$ cat config.mk
export PLATFORM = sky130hd
export DESIGN_NAME = digit_entry
export DESIGN_NICKNAME = d
export VERILOG_FILES = /design/src/rtl/digit_entry.sv
export SDC_FILE = /design/constraint.sdc
export NUM_CORES = 1
export LEC_CHECK = 0
export CAP_MARGIN = 20
export CORE_UTILIZATION = 40
export CTS_CLUSTER_SIZE = 12
export DETAILED_ROUTE_END_ITERATION = 16
export PLACE_DENSITY = 0.63
export SLEW_MARGIN = 20
export SYNTH_ARGS = -nofsm -noshare
export SYNTH_HDL_FRONTEND = slang
export SYNTH_SLANG_ARGS = --single-unit
$ cat constraint.sdc
create_clock -name clk -period 3.84 [get_ports clk]
set_input_delay 1.152 -clock clk [delete_from_list [all_inputs] [get_ports clk]]
set_output_delay 1.152 -clock clk [all_outputs]
set_load 0.03 [all_outputs]
$ cat src/rtl/digit_entry.sv
// digit_entry: four-digit code entry with a blinking cursor.
// Button pulses edit four digit registers, the code is submitted
// with btn_enter and compared against a secret. Digit value 10 ('A')
// acts as a wildcard when WILDCARD_EN is set. The digit outputs feed
// a seven-segment driver directly, where 15 means blank.
module digit_entry #(
    parameter int BLINK_BITS  = 24,
    parameter bit WILDCARD_EN = 1'b1
) (
    input  logic        clk,
    input  logic        rst_n,
    input  logic        btn_up,
    input  logic        btn_down,
    input  logic        btn_next,
    input  logic        btn_enter,
    input  logic [15:0] secret,
    output logic [3:0]  digit0,
    output logic [3:0]  digit1,
    output logic [3:0]  digit2,
    output logic [3:0]  digit3,
    output logic [15:0] entered_code,
    output logic        code_valid,
    output logic        match,
    output logic        editing
);

    // Largest legal digit value; values above it wrap back to 0.
    localparam logic [3:0] MAX_DIGIT = WILDCARD_EN ? 4'd10 : 4'd9;
    localparam logic [3:0] WILD_CODE = 4'd10;
    localparam logic [3:0] BLANK     = 4'd15;
    localparam logic [BLINK_BITS-1:0] BLINK_ZERO = {BLINK_BITS{1'b0}};
    localparam logic [BLINK_BITS-1:0] BLINK_ONE  = {{(BLINK_BITS-1){1'b0}}, 1'b1};

    typedef enum logic [1:0] {
        ST_EDIT   = 2'd0,
        ST_SUBMIT = 2'd1,
        ST_RESULT = 2'd2
    } state_t;

    // ------------------------------------------------------------------
    // Helper functions
    // ------------------------------------------------------------------

    // Next value for an up press; any out-of-range value recovers to 0.
    function automatic logic [3:0] digit_inc(input logic [3:0] v);
        logic [3:0] r;
        if (v >= MAX_DIGIT) begin
            r = 4'd0;
        end else begin
            r = v + 4'd1;
        end
        return r;
    endfunction

    // Next value for a down press; out-of-range values recover to max.
    function automatic logic [3:0] digit_dec(input logic [3:0] v);
        logic [3:0] r;
        if ((v == 4'd0) || (v > MAX_DIGIT)) begin
            r = MAX_DIGIT;
        end else begin
            r = v - 4'd1;
        end
        return r;
    endfunction

    // One digit position matches if equal, or if it is a wildcard.
    function automatic logic digit_hit(input logic [3:0] d, input logic [3:0] s);
        return (d == s) || (WILDCARD_EN && (d == WILD_CODE));
    endfunction

    // Whole-code comparison: every position must hit.
    function automatic logic code_match(input logic [15:0] code, input logic [15:0] sec);
        logic hit;
        hit = 1'b1;
        for (int i = 0; i < 4; i++) begin
            hit = hit & digit_hit(code[4*i +: 4], sec[4*i +: 4]);
        end
        return hit;
    endfunction

    // Display code for one digit; never lets 11..14 reach the driver.
    function automatic logic [3:0] show_digit(input logic [3:0] v, input logic blank);
        logic [3:0] r;
        if (blank) begin
            r = BLANK;
        end else if (v > MAX_DIGIT) begin
            r = BLANK;
        end else begin
            r = v;
        end
        return r;
    endfunction

    // ------------------------------------------------------------------
    // State
    // ------------------------------------------------------------------
    state_t                state_r;
    logic [3:0]            digit_r [0:3];
    logic [1:0]            cursor_r;
    logic [BLINK_BITS-1:0] blink_r;
    logic [15:0]           entered_code_r;
    logic                  code_valid_r;
    logic                  match_r;
    logic                  editing_r;

    logic                  any_btn_s;
    logic                  blink_on_s;
    logic [15:0]           edit_code_s;
    logic [3:0]            digit0_s;
    logic [3:0]            digit1_s;
    logic [3:0]            digit2_s;
    logic [3:0]            digit3_s;

    assign any_btn_s   = btn_up | btn_down | btn_next | btn_enter;
    assign edit_code_s = {digit_r[3], digit_r[2], digit_r[1], digit_r[0]};

    // Main controller: state, digit registers, cursor and result outputs.
    always_ff @(posedge clk or negedge rst_n) begin
        if (!rst_n) begin
            state_r        <= ST_EDIT;
            digit_r[0]     <= 4'd0;
            digit_r[1]     <= 4'd0;
            digit_r[2]     <= 4'd0;
            digit_r[3]     <= 4'd0;
            cursor_r       <= 2'd3;
            entered_code_r <= 16'd0;
            code_valid_r   <= 1'b0;
            match_r        <= 1'b0;
            editing_r      <= 1'b1;
        end else begin
            case (state_r)
                ST_EDIT: begin
                    code_valid_r <= 1'b0;
                    editing_r    <= 1'b1;
                    // Priority: enter > next > up > down.
                    if (btn_enter) begin
                        entered_code_r <= edit_code_s;
                        code_valid_r   <= 1'b1;
                        editing_r      <= 1'b0;
                        state_r        <= ST_SUBMIT;
                    end else if (btn_next) begin
                        // 3 -> 2 -> 1 -> 0 -> 3 falls out of 2-bit wrap.
                        cursor_r <= cursor_r - 2'd1;
                    end else if (btn_up) begin
                        digit_r[cursor_r] <= digit_inc(digit_r[cursor_r]);
                    end else if (btn_down) begin
                        digit_r[cursor_r] <= digit_dec(digit_r[cursor_r]);
                    end else begin
                        state_r <= ST_EDIT;
                    end
                end
                ST_SUBMIT: begin
                    // Secret is only looked at here; buttons are ignored.
                    code_valid_r <= 1'b0;
                    editing_r    <= 1'b0;
                    match_r      <= code_match(entered_code_r, secret);
                    state_r      <= ST_RESULT;
                end
                ST_RESULT: begin
                    code_valid_r <= 1'b0;
                    // Any press acknowledges the result and starts over
                    // without applying an edit.
                    if (any_btn_s) begin
                        digit_r[0] <= 4'd0;
                        digit_r[1] <= 4'd0;
                        digit_r[2] <= 4'd0;
                        digit_r[3] <= 4'd0;
                        cursor_r   <= 2'd3;
                        match_r    <= 1'b0;
                        editing_r  <= 1'b1;
                        state_r    <= ST_EDIT;
                    end else begin
                        editing_r <= 1'b0;
                        state_r   <= ST_RESULT;
                    end
                end
                default: begin
                    // Illegal encoding: fall back to a clean edit session.
                    digit_r[0]   <= 4'd0;
                    digit_r[1]   <= 4'd0;
                    digit_r[2]   <= 4'd0;
                    digit_r[3]   <= 4'd0;
                    cursor_r     <= 2'd3;
                    code_valid_r <= 1'b0;
                    match_r      <= 1'b0;
                    editing_r    <= 1'b1;
                    state_r      <= ST_EDIT;
                end
            endcase
        end
    end

    // Blink counter: free-runs while editing, restarts on every press so
    // the digit just edited is visible straight away.
    always_ff @(posedge clk or negedge rst_n) begin
        if (!rst_n) begin
            blink_r <= BLINK_ZERO;
        end else if (state_r != ST_EDIT) begin
            blink_r <= BLINK_ZERO;
        end else if (any_btn_s) begin
            blink_r <= BLINK_ZERO;
        end else begin
            blink_r <= blink_r + BLINK_ONE;
        end
    end

    // Display decode: blank the cursor digit during the off blink phase.
    always_comb begin
        blink_on_s = 1'b0;
        digit0_s   = BLANK;
        digit1_s   = BLANK;
        digit2_s   = BLANK;
        digit3_s   = BLANK;
        if (state_r == ST_EDIT) begin
            blink_on_s = blink_r[BLINK_BITS-1];
        end else begin
            blink_on_s = 1'b0;
        end
        digit0_s = show_digit(digit_r[0], blink_on_s && (cursor_r == 2'd0));
        digit1_s = show_digit(digit_r[1], blink_on_s && (cursor_r == 2'd1));
        digit2_s = show_digit(digit_r[2], blink_on_s && (cursor_r == 2'd2));
        digit3_s = show_digit(digit_r[3], blink_on_s && (cursor_r == 2'd3));
    end

    assign digit0       = digit0_s;
    assign digit1       = digit1_s;
    assign digit2       = digit2_s;
    assign digit3       = digit3_s;
    assign entered_code = entered_code_r;
    assign code_valid   = code_valid_r;
    assign match        = match_r;
    assign editing      = editing_r;

endmodule

==> summary by stage <==
Power and ir drop
The part of the power in registers is 36.4%. In this run, the clock network consumes 19.6% of the power. For this design the total switching power over the nets is 0.001114 W. The combinational share of power is 44.1%. The switching share of power is 40.92%. Overall power consumption after layout is estimated at 0.002722 W. In this run the power density over the cells is 618.9 nW/um^2. IR analysis of the VDD net gives a maximum drop of 0.1939 mV. In this run the static leakage power is 1.843 nW.

The design internal power is 0.001608 W.

STA
Setup repair after global routing left no endpoint under its margin. The number of hold-slack violations in the final timing report came to 0. The worst-case headroom to the max-slew limit is 50.49%. The final cycle utilization of the critical path is 94.45%. At the pin with the least slew margin, the transition time is 0.7427 ns. The number of pins exceeding their max-slew limit in the final report is 0. Adding up every negative setup slack in the final design gives 0 ns. The routed design could run at a clock period as short as 3.627 ns. Setup violations remaining at the end of the flow were counted as 0. The post-route clock skew is 0.01054 ns.

Setup slack on the critical path of the routed design comes to 0.2130 ns. The highest attainable clock frequency is 0.2757 GHz.

Logic synthesis
The flop and latch count out of synthesis is 63. The cell area after synthesis is 3520 um^2. The Yosys step of the flow raised 0 warnings. In this run the mean area of a mapped cell was 10.03 um^2. In this run, distinct cell masters in the synthesized netlist total 49. The number of enable-type register cells in the synthesized netlist is 0.

The post-synthesis cell count is 351. In the synthesized netlist the async set-or-reset flop fraction comes to 100.0%. The dominant synthesized flop cell is dfrtp_1. The number of nets handed over by synthesis was 381.

After synthesis, flip-flops and latches occupy 44.90% of the total area.

Clock tree
The TritonCTS clock tree is done. Clock tree synthesis selected as its root buffer the cell clkbuf_8. The count of cells resized by post-cts repair is 0. The number of buffers created by CTS is 9.

The maximum level of the CTS H-tree is 3. The source-to-sink clock delay at the later pin of the worst-skew pair is 0.33 ns. The post-CTS clock slew at the launch and capture registers of the worst setup and hold paths is 0.08 ns.

The count of hold-fix buffers inserted at cts is 0. The CTS sink count is 63. The clock passes through at most 2 buffers. The number of buffers inserted to repair setup after CTS is 0.

Floorplan
The floorplan core area is 8382 um^2. Measured along the y axis, the die boundary spans 95.81 um. The horizontal die dimension is 95.81 um. The number of top-level pins is 57. The floorplan row count is 33. For this configuration, the core starts out at a cell density of 41.99%.

The die covers 9179 um^2.

GRT
The wire length of the first global-routing pass is 13240 um. For this run, the total global-route usage over all layers was measured as 19.11%. The number of global-route vias before repair is 2679.

The total overflow left after global routing is 0. The number of antenna violations at the first check in global routing is 0. The largest net degree at the start of global routing is 34.

Layout
The net count reported at finish is 447. The area of the multi-input gates is 1859 um^2. The most common cell after layout, fill and taps aside is dfrtp_1. The number of antenna diodes is 0. The sequential cells in the finished layout cover a total of 1580 um^2.

The finished layout holds 527 standard cells, fillers aside. The area growth from synthesis to layout is 24.96%. The fraction of layout cells with a size suffix above 1 is 14.93%.

The number of inserted filler cells in the final layout is 749. Leaving out fill and tap cells, the most frequent cells in the layout are dfrtp_1, clkdlybuf4s50_1, nand2_1, xnor2_1, nor2_1.

Run
The tool flagged a number of max-cap violations equal to 0.

Route
The detailed router finished its first iteration with 117 violations. The detailed-router iteration count before antenna repair is 5. The detail-routed via count per cell is 5.393. The routed wire length is 8047 um. The total number of vias is 2842.

The number of remaining DRC errors is 0. The routed wire length per instance is 15.27 um. In this run the remaining antenna-violating nets after routing total 0.

Placed design
Input and output buffers added on the ports amount to 56. At the end of routability-driven placement, the weighted congestion stood at 0.8978. The setup slack after placement is 0.5646 ns. After legalization and detailed placement, the total HPWL measured 5935 um. The cell total after placement is 511.

Worst setup path
Data arrives at the worst endpoint at 2.48 ns. STA puts the critical path data required time at 2.69 ns. The most critical setup path has its startpoint at cursor_r[0]$_DFFE_PN1P_.

The startpoint of the lowest-slack register-to-register path is cursor_r[0]$_DFFE_PN1P_. The highest net fanout along the worst path is 13. The path type of the worst setup path is register to primary output. The endpoint class of the critical path is a primary output. The type of origin of the critical path is a register.

Outcome
The flow ran to the end, and the final reports show no timing, DRC or antenna violations.

Min path
The startpoint of the lowest-slack hold path is blink_r[0]$_DFF_PN0_. The min-delay analysis places its worst path in the category register to register.
-- worst max-delay path: stages (launching register included) --
cell             delay [ns]
dfstp_2                0.69
inv_1                  0.13
ha_1                   0.27
nand3_1                0.13
nand2_1                0.08
or2_2                  0.27
clkdlybuf4s50_1        0.59
-- metrics by stage --
stage,hold slack (ns),utilization [%],instance area (um^2)
final,0.4894,52.47,4398
after CTS,0.4931,52.47,4398
after detailed placement,0.4826,50.31,4217
after floorplan,0.4476,-,3520
after global routing,0.5255,52.47,4398
after global placement,0.4699,50.31,4217
-- path summary, 6_finish.rpt --
kind	to	slack, ns	cells past startpoint
hold / removal	blink_r[0]$_DFF_PN0_	0.49	1
setup / recovery	digit0[0]	0.21	6
min in group asynchronous	entered_code[9]$_DFFE_PN0P_	0.87	1
max in group asynchronous	cursor_r[0]$_DFFE_PN1P_	2.19	2
hold reg to reg	blink_r[0]$_DFF_PN0_	0.49	1
setup reg to reg	digit_r[9]$_DFFE_PN0P_	0.62	8
-- registers in the layout, summed over array words and instances, names as in the netlist --
register / cells
digit_r: 16
blink_r: 24
entered_code: 16
match: 1
code_valid: 1
editing: 1
state_r: 2
cursor_r: 2
-- Yosys cell counts (2+ instances only) --
master	n	area [um^2]
a21oi_1	9	45.04
a31oi_1	4	25.02
a41oi_1	4	35.03
and2_1	2	12.51
and3_1	2	12.51
and4_1	3	26.28
clkbuf_1	5	18.77
dfrtp_1	60	1501
dfstp_2	3	78.83
ha_1	8	100.1
inv_1	12	45.04
mux2_2	20	225.2
mux4_1	2	52.55
mux4_2	3	67.56
nand2_1	45	168.9
nand2b_1	11	68.82
nand3_1	17	85.08
nand4_1	3	18.77
nor2_1	23	86.33
nor3_1	7	35.03
nor4bb_1	4	40.04
o211ai_1	2	15.01
o21ai_0	15	75.07
o21ai_1	16	80.08
o22ai_1	2	12.51
or2_1	2	12.51
or2_2	9	56.30
or3_1	8	50.05
xnor2_1	27	236.5
xor2_1	4	35.03
-- layer usage --
layer  vias to the layer above  routed length, um  GRT usage [%]
met1                      1361               3736          25.04
met3                        10                495          3.002
met4                         0                117          6.468
li1                       1381                  -              -
met2                        90               3698          32.20
met5                         -                  0              0
-- kinds of logic (layout without fill, tap and decap cells) --
kind of cell,after synthesis,count (layout),synth area share [%]
compound gates,61,61,11.09
mux,25,25,9.812
fa+ha+maj,8,8,2.844
simple gates,144,144,21.37
flops,63,63,44.90
buf+inv,19,90,2.275
xor+xnor,31,31,7.714
-- power by group through the flow --
| stage | logic, W | clock network [W] | registers [W] |
|---|---|---|---|
| 2_1_floorplan | 0.000732 | 0 | 0.00103 |
| 3_3_place_gp | 0.00119 | 0 | 0.00100 |
| 3_5_place_dp | 0.00120 | 0 | 0.00100 |
| 4_1_cts | 0.00120 | 0.000544 | 0.000991 |
| 5_1_grt | 0.00130 | 0.000578 | 0.00102 |
| 6_report | 0.00120 | 0.000533 | 0.000990 |
-- cell type report --
cell class                 count  area share, %
inverter                      12          1.024
multi-input combinational    269          42.28
tap                          105          2.987
sequential                    63          35.93
clock buffer                  10          3.129
timing repair buffer          62          13.66
clock inverter                 6         0.9957
Note: power is estimated with default switching activity, not from simulation.
